## src/rtl/dma_stats_pkg.sv

```systemverilog
// ----------------------------------------------------------------------------
// dma_stats_pkg : shared limits, channel event encoding and counter increment
// Rev 1.0
// ----------------------------------------------------------------------------
`default_nettype none

package dma_stats_pkg;

  localparam int MAX_CH    = 16;
  localparam int MIN_WIDTH = 8;
  localparam int MAX_WIDTH = 48;
  localparam int CNT_IDX_W = 6;

  typedef enum logic [1:0] {
    EV_NONE  = 2'd0,
    EV_GOOD  = 2'd1,
    EV_DROP  = 2'd2,
    EV_CLEAR = 2'd3
  } chan_evt_e;

  // Returns {carry, sum} where sum is (val + 1) truncated to 'width' bits and
  // carry is bit 'width' of the full-precision sum. Bits above 'width' are zero.
  function automatic logic [MAX_WIDTH:0] inc_with_carry(
    input logic [MAX_WIDTH-1:0] val,
    input logic [CNT_IDX_W-1:0] width
  );
    logic [MAX_WIDTH:0]   one;
    logic [MAX_WIDTH:0]   sum;
    logic [MAX_WIDTH-1:0] mask;
    one  = {{MAX_WIDTH{1'b0}}, 1'b1};
    sum  = {1'b0, val} + one;
    mask = MAX_WIDTH'((one << width) - one);
    return {sum[width], sum[MAX_WIDTH-1:0] & mask};
  endfunction

endpackage

`default_nettype wire

```

## src/rtl/dma_chan_counter.sv

```systemverilog
// ----------------------------------------------------------------------------
// dma_chan_counter : one channel of accepted/dropped write counters with
//                    enable-edge clear, sticky overflow flags and shadow pair
// Rev 1.0
// ----------------------------------------------------------------------------
`default_nettype none

module dma_chan_counter
  import dma_stats_pkg::*;
#(
  parameter int WIDTH    = 32,
  parameter bit SATURATE = 1'b0
) (
  input  logic             clk,
  input  logic             rstn,
  input  logic             chan_enable,
  input  logic             wr_en,
  input  logic             wr_overflow,
  input  logic             snap_req,
  output logic [WIDTH-1:0] good_count,
  output logic [WIDTH-1:0] drop_count,
  output logic [WIDTH-1:0] good_snap,
  output logic [WIDTH-1:0] drop_snap,
  output logic             good_ovf,
  output logic             drop_ovf
);

  logic             wr_en_q;
  logic             en_q;
  logic [WIDTH-1:0] good_q;
  logic [WIDTH-1:0] drop_q;
  logic [WIDTH-1:0] good_snap_q;
  logic [WIDTH-1:0] drop_snap_q;
  logic             good_ovf_q;
  logic             drop_ovf_q;

  logic [WIDTH-1:0] good_d;
  logic [WIDTH-1:0] drop_d;
  logic             good_ovf_d;
  logic             drop_ovf_d;

  logic [MAX_WIDTH:0] good_inc;
  logic [MAX_WIDTH:0] drop_inc;
  logic [WIDTH-1:0]   good_sum;
  logic [WIDTH-1:0]   drop_sum;
  logic               good_carry;
  logic               drop_carry;
  logic               unused_carry;
  chan_evt_e          evt;

  assign good_inc   = inc_with_carry(MAX_WIDTH'(good_q), CNT_IDX_W'(WIDTH));
  assign drop_inc   = inc_with_carry(MAX_WIDTH'(drop_q), CNT_IDX_W'(WIDTH));
  assign good_sum   = good_inc[WIDTH-1:0];
  assign drop_sum   = drop_inc[WIDTH-1:0];
  assign good_carry = good_inc[MAX_WIDTH];
  assign drop_carry = drop_inc[MAX_WIDTH];

  // The carry is only consumed in wrap mode; the padding bits are always zero.
  assign unused_carry = good_carry ^ drop_carry;

  generate
    if (WIDTH < MAX_WIDTH) begin : g_pad
      logic unused_hi;
      assign unused_hi = ^{good_inc[MAX_WIDTH-1:WIDTH], drop_inc[MAX_WIDTH-1:WIDTH]};
    end
  endgenerate

  // Clear wins over a write classified on the same edge.
  always_comb begin
    evt = EV_NONE;
    if (chan_enable && !en_q) begin
      evt = EV_CLEAR;
    end else if (wr_en_q) begin
      evt = wr_overflow ? EV_DROP : EV_GOOD;
    end
  end

  always_comb begin
    good_d     = good_q;
    drop_d     = drop_q;
    good_ovf_d = good_ovf_q;
    drop_ovf_d = drop_ovf_q;
    unique case (evt)
      EV_CLEAR: begin
        good_d     = '0;
        drop_d     = '0;
        good_ovf_d = 1'b0;
        drop_ovf_d = 1'b0;
      end
      EV_GOOD: begin
        if (SATURATE) begin
          if (!(&good_q)) begin
            good_d     = good_sum;
            good_ovf_d = good_ovf_q | (&good_sum);
          end
        end else begin
          good_d     = good_sum;
          good_ovf_d = good_ovf_q | good_carry;
        end
      end
      EV_DROP: begin
        if (SATURATE) begin
          if (!(&drop_q)) begin
            drop_d     = drop_sum;
            drop_ovf_d = drop_ovf_q | (&drop_sum);
          end
        end else begin
          drop_d     = drop_sum;
          drop_ovf_d = drop_ovf_q | drop_carry;
        end
      end
      default: begin
      end
    endcase
  end

  // Shadows sample the live value from before this edge's update.
  always_ff @(posedge clk or negedge rstn) begin
    if (!rstn) begin
      wr_en_q     <= 1'b0;
      en_q        <= 1'b0;
      good_q      <= '0;
      drop_q      <= '0;
      good_ovf_q  <= 1'b0;
      drop_ovf_q  <= 1'b0;
      good_snap_q <= '0;
      drop_snap_q <= '0;
    end else begin
      wr_en_q    <= wr_en;
      en_q       <= chan_enable;
      good_q     <= good_d;
      drop_q     <= drop_d;
      good_ovf_q <= good_ovf_d;
      drop_ovf_q <= drop_ovf_d;
      if (snap_req) begin
        good_snap_q <= good_q;
        drop_snap_q <= drop_q;
      end
    end
  end

  assign good_count = good_q;
  assign drop_count = drop_q;
  assign good_snap  = good_snap_q;
  assign drop_snap  = drop_snap_q;
  assign good_ovf   = good_ovf_q;
  assign drop_ovf   = drop_ovf_q;

endmodule

`default_nettype wire

```

## src/rtl/dma_write_stats.sv

```systemverilog
// ----------------------------------------------------------------------------
// dma_write_stats : multi-channel DMA write statistics with coherent snapshot
// Rev 1.0
// ----------------------------------------------------------------------------
`default_nettype none

module dma_write_stats
  import dma_stats_pkg::*;
#(
  parameter int NUM_CH   = 2,
  parameter int WIDTH    = 32,
  parameter bit SATURATE = 1'b0
) (
  input  logic                    clk,
  input  logic                    rstn,
  input  logic [NUM_CH-1:0]       chan_enable,
  input  logic [NUM_CH-1:0]       wr_en,
  input  logic [NUM_CH-1:0]       wr_overflow,
  input  logic                    snap_req,
  output logic [NUM_CH*WIDTH-1:0] good_count,
  output logic [NUM_CH*WIDTH-1:0] drop_count,
  output logic [NUM_CH*WIDTH-1:0] good_snap,
  output logic [NUM_CH*WIDTH-1:0] drop_snap,
  output logic [NUM_CH-1:0]       good_ovf,
  output logic [NUM_CH-1:0]       drop_ovf,
  output logic                    snap_valid
);

  logic snap_valid_q;

  generate
    for (genvar i = 0; i < NUM_CH; i++) begin : g_ch
      dma_chan_counter #(
        .WIDTH    (WIDTH),
        .SATURATE (SATURATE)
      ) u_chan (
        .clk         (clk),
        .rstn        (rstn),
        .chan_enable (chan_enable[i]),
        .wr_en       (wr_en[i]),
        .wr_overflow (wr_overflow[i]),
        .snap_req    (snap_req),
        .good_count  (good_count[i*WIDTH +: WIDTH]),
        .drop_count  (drop_count[i*WIDTH +: WIDTH]),
        .good_snap   (good_snap[i*WIDTH +: WIDTH]),
        .drop_snap   (drop_snap[i*WIDTH +: WIDTH]),
        .good_ovf    (good_ovf[i]),
        .drop_ovf    (drop_ovf[i])
      );
    end
  endgenerate

  always_ff @(posedge clk or negedge rstn) begin
    if (!rstn) begin
      snap_valid_q <= 1'b0;
    end else begin
      snap_valid_q <= snap_req;
    end
  end

  assign snap_valid = snap_valid_q;

endmodule

`default_nettype wire

```

## config.mk

```make
export PLATFORM = sky130hd
export DESIGN_NAME = dma_write_stats
export DESIGN_NICKNAME = d
export VERILOG_FILES = /design/src/rtl/dma_stats_pkg.sv /design/src/rtl/dma_chan_counter.sv /design/src/rtl/dma_write_stats.sv
export SDC_FILE = /design/constraint.sdc
export NUM_CORES = 1
export LEC_CHECK = 0
export CAP_MARGIN = 20
export CORE_UTILIZATION = 46
export CTS_BUF_LIST = sky130_fd_sc_hd__clkbuf_16
export DETAILED_ROUTE_END_ITERATION = 10
export PLACE_DENSITY_LB_ADDON = 0.3
export SLEW_MARGIN = 20
export SYNTH_ARGS = -nofsm -noshare
export SYNTH_HDL_FRONTEND = slang
export SYNTH_HIERARCHICAL = 1
export SYNTH_SLANG_ARGS = --single-unit
```

## constraint.sdc

```tcl
create_clock -name clk -period 2 [get_ports clk]
set_clock_uncertainty 0.15 [all_clocks]
set_input_delay 0.3 -clock clk [delete_from_list [all_inputs] [get_ports clk]]
set_output_delay 0.3 -clock clk [all_outputs]
set_load 0.02 [all_outputs]
```

# Word level (Yosys, flattened, before mapping)
# Index checks and enable logic that the tools add are counted.
# totals
out_inout_bits	261
reg_bits	265
word_cells	53
# classes
n_reduce_logical	8
eq_ne	6
addsub	4
n_bitwise	4
mux	14
# ops
operator	count
case mux 32 bit (2 select lines)	4
adder 32 x 1 -> 33 bit (second input constant)	4
2-to-1 mux 2 bit	6
== test 2 bit (second input constant)	4
case mux 1 bit (2 select lines)	4
nonzero test 2 bit	4
== test 2 x 1 -> 1 bit (second input constant)	2
OR 1 bit	4
logical AND 1 bit	2
zero test 1 bit	2

# Logic depth before layout (Yosys ltp)
# depth
depth_word	5
ltp_mapped	7

# Modules after synthesis
# Netlist, hierarchy kept.
# modules_own_cells
module	seq_area_each_um2	area_per_inst_um2	cells_each	instances
dma_chan_counter at g_ch[1].u_chan	3303.2	5949.5	509	1
dma_chan_counter at g_ch[0].u_chan	3303.2	5667.9	473	1
dma_write_stats	25.0	25.0	1	1

# Worst setup path before layout
# OpenSTA, ideal clock, no wires.
# synth_timing
path_type	reg-to-reg
start	register g_ch[1].u_chan.good_q[0]
end	register g_ch[1].u_chan.good_q[20]
stages_incl_launch_ff	7
path_buffers	1
arrival_ps	2146
setup_slack_ps	-374
cell_sequence	dfrtp_1 > ha_1 > nand3b_4 > or4_1 > buf_2 > or4_1 > a21oi_1
# synth_between
elab_chain_cells	2
# synth_lines
element	line	text
from (decl)	dma_chan_counter.sv:30	logic [WIDTH-1:0] good_q;
from (signal assigned)	dma_chan_counter.sv:131	good_q <= good_d;
adder 32 x 1 -> 33 bit	dma_stats_pkg.sv:31	sum = {1'b0, val} + one;
case mux 32 bit (2 select lines)	dma_chan_counter.sv:83	unique case (evt)
# Every way passes these cells.
# A chain may end at the register's enable or synchronous reset.

# Worst setup path after layout
# layout_timing
start	register g_ch[1].u_chan.drop_q[1]
end	register g_ch[1].u_chan.drop_q[28]
# layout_between
elab_chain_cells	2
# layout_lines
element	line	text
from (decl)	dma_chan_counter.sv:31	logic [WIDTH-1:0] drop_q;
from (signal assigned)	dma_chan_counter.sv:132	drop_q <= drop_d;
adder 32 x 1 -> 33 bit	dma_stats_pkg.sv:31	
case mux 32 bit (2 select lines)	dma_chan_counter.sv:83	
# Every way passes these cells.

==> results.yml <==
run_status:
  status: "finished with violations"
  violations: "negative setup slack"
pwr:
  p_comb_share_pct: 8.0
  switchingPower_uw: 2747
  p_sw_share_pct: 23.37
  p_clk_share_pct: 44.9
  powerDensity_nw_per_um2: 685.3
  vdd_drop_max_v: 0.0006749
  p_seq_share_pct: 47.2
  p_int_uw: 9006
  power_leakage_uw: 0.008981
global_routing:
  first_global_vias: 9671
  track_usage_pct: 23.82
  grt_antenna_before_repair: 0
  grt-ovfl-total: 0
  grt_max_degree: 65
  grt_first_pass_wirelength_mm: 50.27
yosys:
  syn_nets: 996
  synth-simple-area-share_pct: 16.29
  ys_async_sr_fraction_pct: 100.0
  synth_cell_types: 55
  synth_top_family_by_area: "simple AND/OR/NAND/NOR gates"
  syn_inst: 983
  synth_area_per_cell_sq_um: 11.84
  synth_ff_type: "dfrtp_1"
  synth_warnings: 6
  synth_edf_count: 0
  synthAdderAreaFrac_pct: 0.4299
  ys_ff_latch: 265
  seq_area_frac_synth_pct: 56.96
  netlist_area_sq_um: 11640
  muxShareOfSynthArea_pct: 12.90
  synth_xor_area_share_pct: 4.739
  synth_compound_area_share_pct: 6.051
routing:
  routed-wl-met3_mm: 2.221
  vias: 9527
  post_drt_via_cell_ratio: 5.444
  wl_met1_mm: 12.87
  drt_iter0_drc: 402
  routedWlPerCell_microns: 17.76
  drt-pass1-iter-count: 5
  ant_nets: 0
  topRoutingLayerUsed: "met4"
  wl_mm: 31.08
  drc: 0
  route.met2.wl_mm: 15.47
floorplan:
  dieArea_sq_um: 25950
  pin_count: 270
  core.rowCount: 57
  die_y_microns: 161.1
  die_x_microns: 161.1
  core_sq_um: 24600
  start_util_pct: 47.32
setup_path:
  cp-endpoint: "g_ch[1].u_chan/drop_count[28]"
  reg2reg_slack_ns: -0.21
  r2r-end: "g_ch[1].u_chan/drop_count[28]"
  arrival_ns: 2.52
  r2r-start: "g_ch[1].u_chan/drop_count[1]"
  crit_type: "reg2reg"
  crit_start: "g_ch[1].u_chan/drop_count[1]"
  critPathRequiredTime_ns: 2.31
  cp-end-kind: "flop"
  critPathLaunchType: "flop"
  cp_max_fo: 6
  rr_worst_depth: 6
sta:
  period_share_pct: 110.4
  fmax_ghz: 0.4529
  tns_ns: -2.685
  setup_ws_ns: -0.2082
  tightestPinTransition_ns: 0.4148
  slew_headroom_pct: 72.35
  final_hold_viol_count: 0
  finalMaxSlewViolations: 0
  period_needed_ns: 2.208
  rsz0062_at_grt: "yes"
  setup_viol: 23
clocking:
  clkTransAtPathRegs_ns: 0.06
  cts.root.buffer_cell: "clkbuf_16"
  cts.sinks: 265
  cts_tree: "built"
  tritoncts.num_buffers: 29
  insertion_delay_ns: 0.53
  clock_path_buffers: 3
  htreeDepth: 1
placed_design:
  place_ws_ns: -0.6633
  portBuffers: 269
  dp_hpwl_mm: 21.33
  dpl-instance-area_sq_um: 15810
  gp_congestion: 0.8035
  dp_cells: 1673
finish:
  final_common_cell: "dfrtp_1"
  final_cell_mix: "dfrtp_1, buf_4, dlygate4sd2_1, mux2_2, clkdlybuf4s50_1"
  syn_to_final_growth_pct: 47.32
  antenna_cells: 0
  fin_util_pct: 69.71
  instances_no_fill: 1750
  fill_cells: 1813
  nets: 1418
  final_area_sq_um: 17150
  drive_gt1_share_pct: 30.36
run:
  cap_violations: 0
hold_path:
  min-delay-path-class: "in2reg"
==> how the worst min path moves through the flow <==
stage                     startpoint                            to  depth (start not counted)
after CTS                   wr_en[1]        g_ch[1].u_chan/wr_en_q                          1
after global placement          rstn  g_ch[1].u_chan/good_snap[11]                          1
after global routing        wr_en[1]        g_ch[1].u_chan/wr_en_q                          1
after detailed placement        rstn  g_ch[1].u_chan/good_snap[11]                          1
after floorplan                 rstn  g_ch[0].u_chan/drop_count[0]                          0
final                       wr_en[1]        g_ch[1].u_chan/wr_en_q                          1
==> final cells by class <==
class                   count  area [sq um]  area share [%]
clock buffers              29         725.7           4.231
clock inverters            23         217.7           1.269
inverters                  13         48.80          0.2845
multi-input cells         653          5007           29.19
flip-flops and latches    265          6671           38.90
well taps                 324         405.4           2.364
repair buffers            443          4075           23.76
==> state kept, by name, indices dropped and copies added, names as in the netlist, 2 cells and up <==
signal / cells
g_ch.u_chan/good_snap: 64
g_ch.u_chan/wr_en_q: 2
g_ch.u_chan/drop_ovf: 2
g_ch.u_chan/drop_snap: 64
g_ch.u_chan/good_count: 64
g_ch.u_chan/drop_count: 64
g_ch.u_chan/good_ovf: 2
g_ch.u_chan/en_q: 2
==> stage by stage <==
step,hold slack (ns),total power [uW]
2_1_floorplan,-0.1456,6042
3_3_place_gp,0.09659,6585
3_5_place_dp,0.09553,6611
4_1_cts,0.03122,11880
5_1_grt,0.04554,12180
6_report,0.05325,11750
==> cell families after synthesis <==
| kind of cell | count (synthesis) |
|---|---|
| DFF | 265 |
| xor gates and xnor gates | 63 |
| buffers and inverters | 65 |
| and+or+nand+nor | 338 |
| adders and majority gates | 4 |
| muxes | 134 |
| AOI/OAI and AO/OA | 114 |
==> routing by layer <==
| metal | GRT usage, % | vias to the layer above |
|---|---|---|
| met4 | 5.961 | 0 |
| met2 | 40.69 | 310 |
| met3 | 5.778 | 45 |
| met5 | 0 | - |
| li1 | - | 4388 |
| met1 | 30.37 | 4784 |
==> repair_timing <==
item,CTS,global route
gates cloned,1,0
hold buffers,1,0
hold endpoints to repair,265,0
gates resized for setup,162,70
pin swaps,13,15
buffers inserted,7,19
endpoints found under the setup margin,167,63
==> worst max-delay path, stage by stage (launching register included) <==
cell and delay [ns]:
dfrtp_2 0.39, ha_4 0.15, nand3_4 0.06, or4_4 0.60, buf_6 0.16, or4_1 0.49, a21oi_2 0.13
==> power by group through the flow <==
stage | logic, uW | clock network, uW | registers [uW]
floorplan | 267 | 0 | 5780
global placement | 955 | 0 | 5630
detailed placement | 973 | 0 | 5640
CTS | 942 | 5390 | 5540
global route | 1020 | 5610 | 5550
finish | 936 | 5270 | 5550
==> synth_stat cells, drive strengths merged, types with 13 or more instances <==
cell type  count  area (sq um)
mux2         128          1441
clkbuf        40         171.4
a21oi         44         220.2
inv           13         48.80
nand3         44         237.7
dfrtp        265          6631
o21ai         24         120.1
or4           25         191.4
nand4         39         286.5
o31ai         17         127.6
and3          17         106.4
or3           24         153.9
xnor2         20         175.2
nand2         53         198.9
nor2          80         302.8
xor2          43         376.6
No activity file was read; power rests on OpenSTA's default activity.
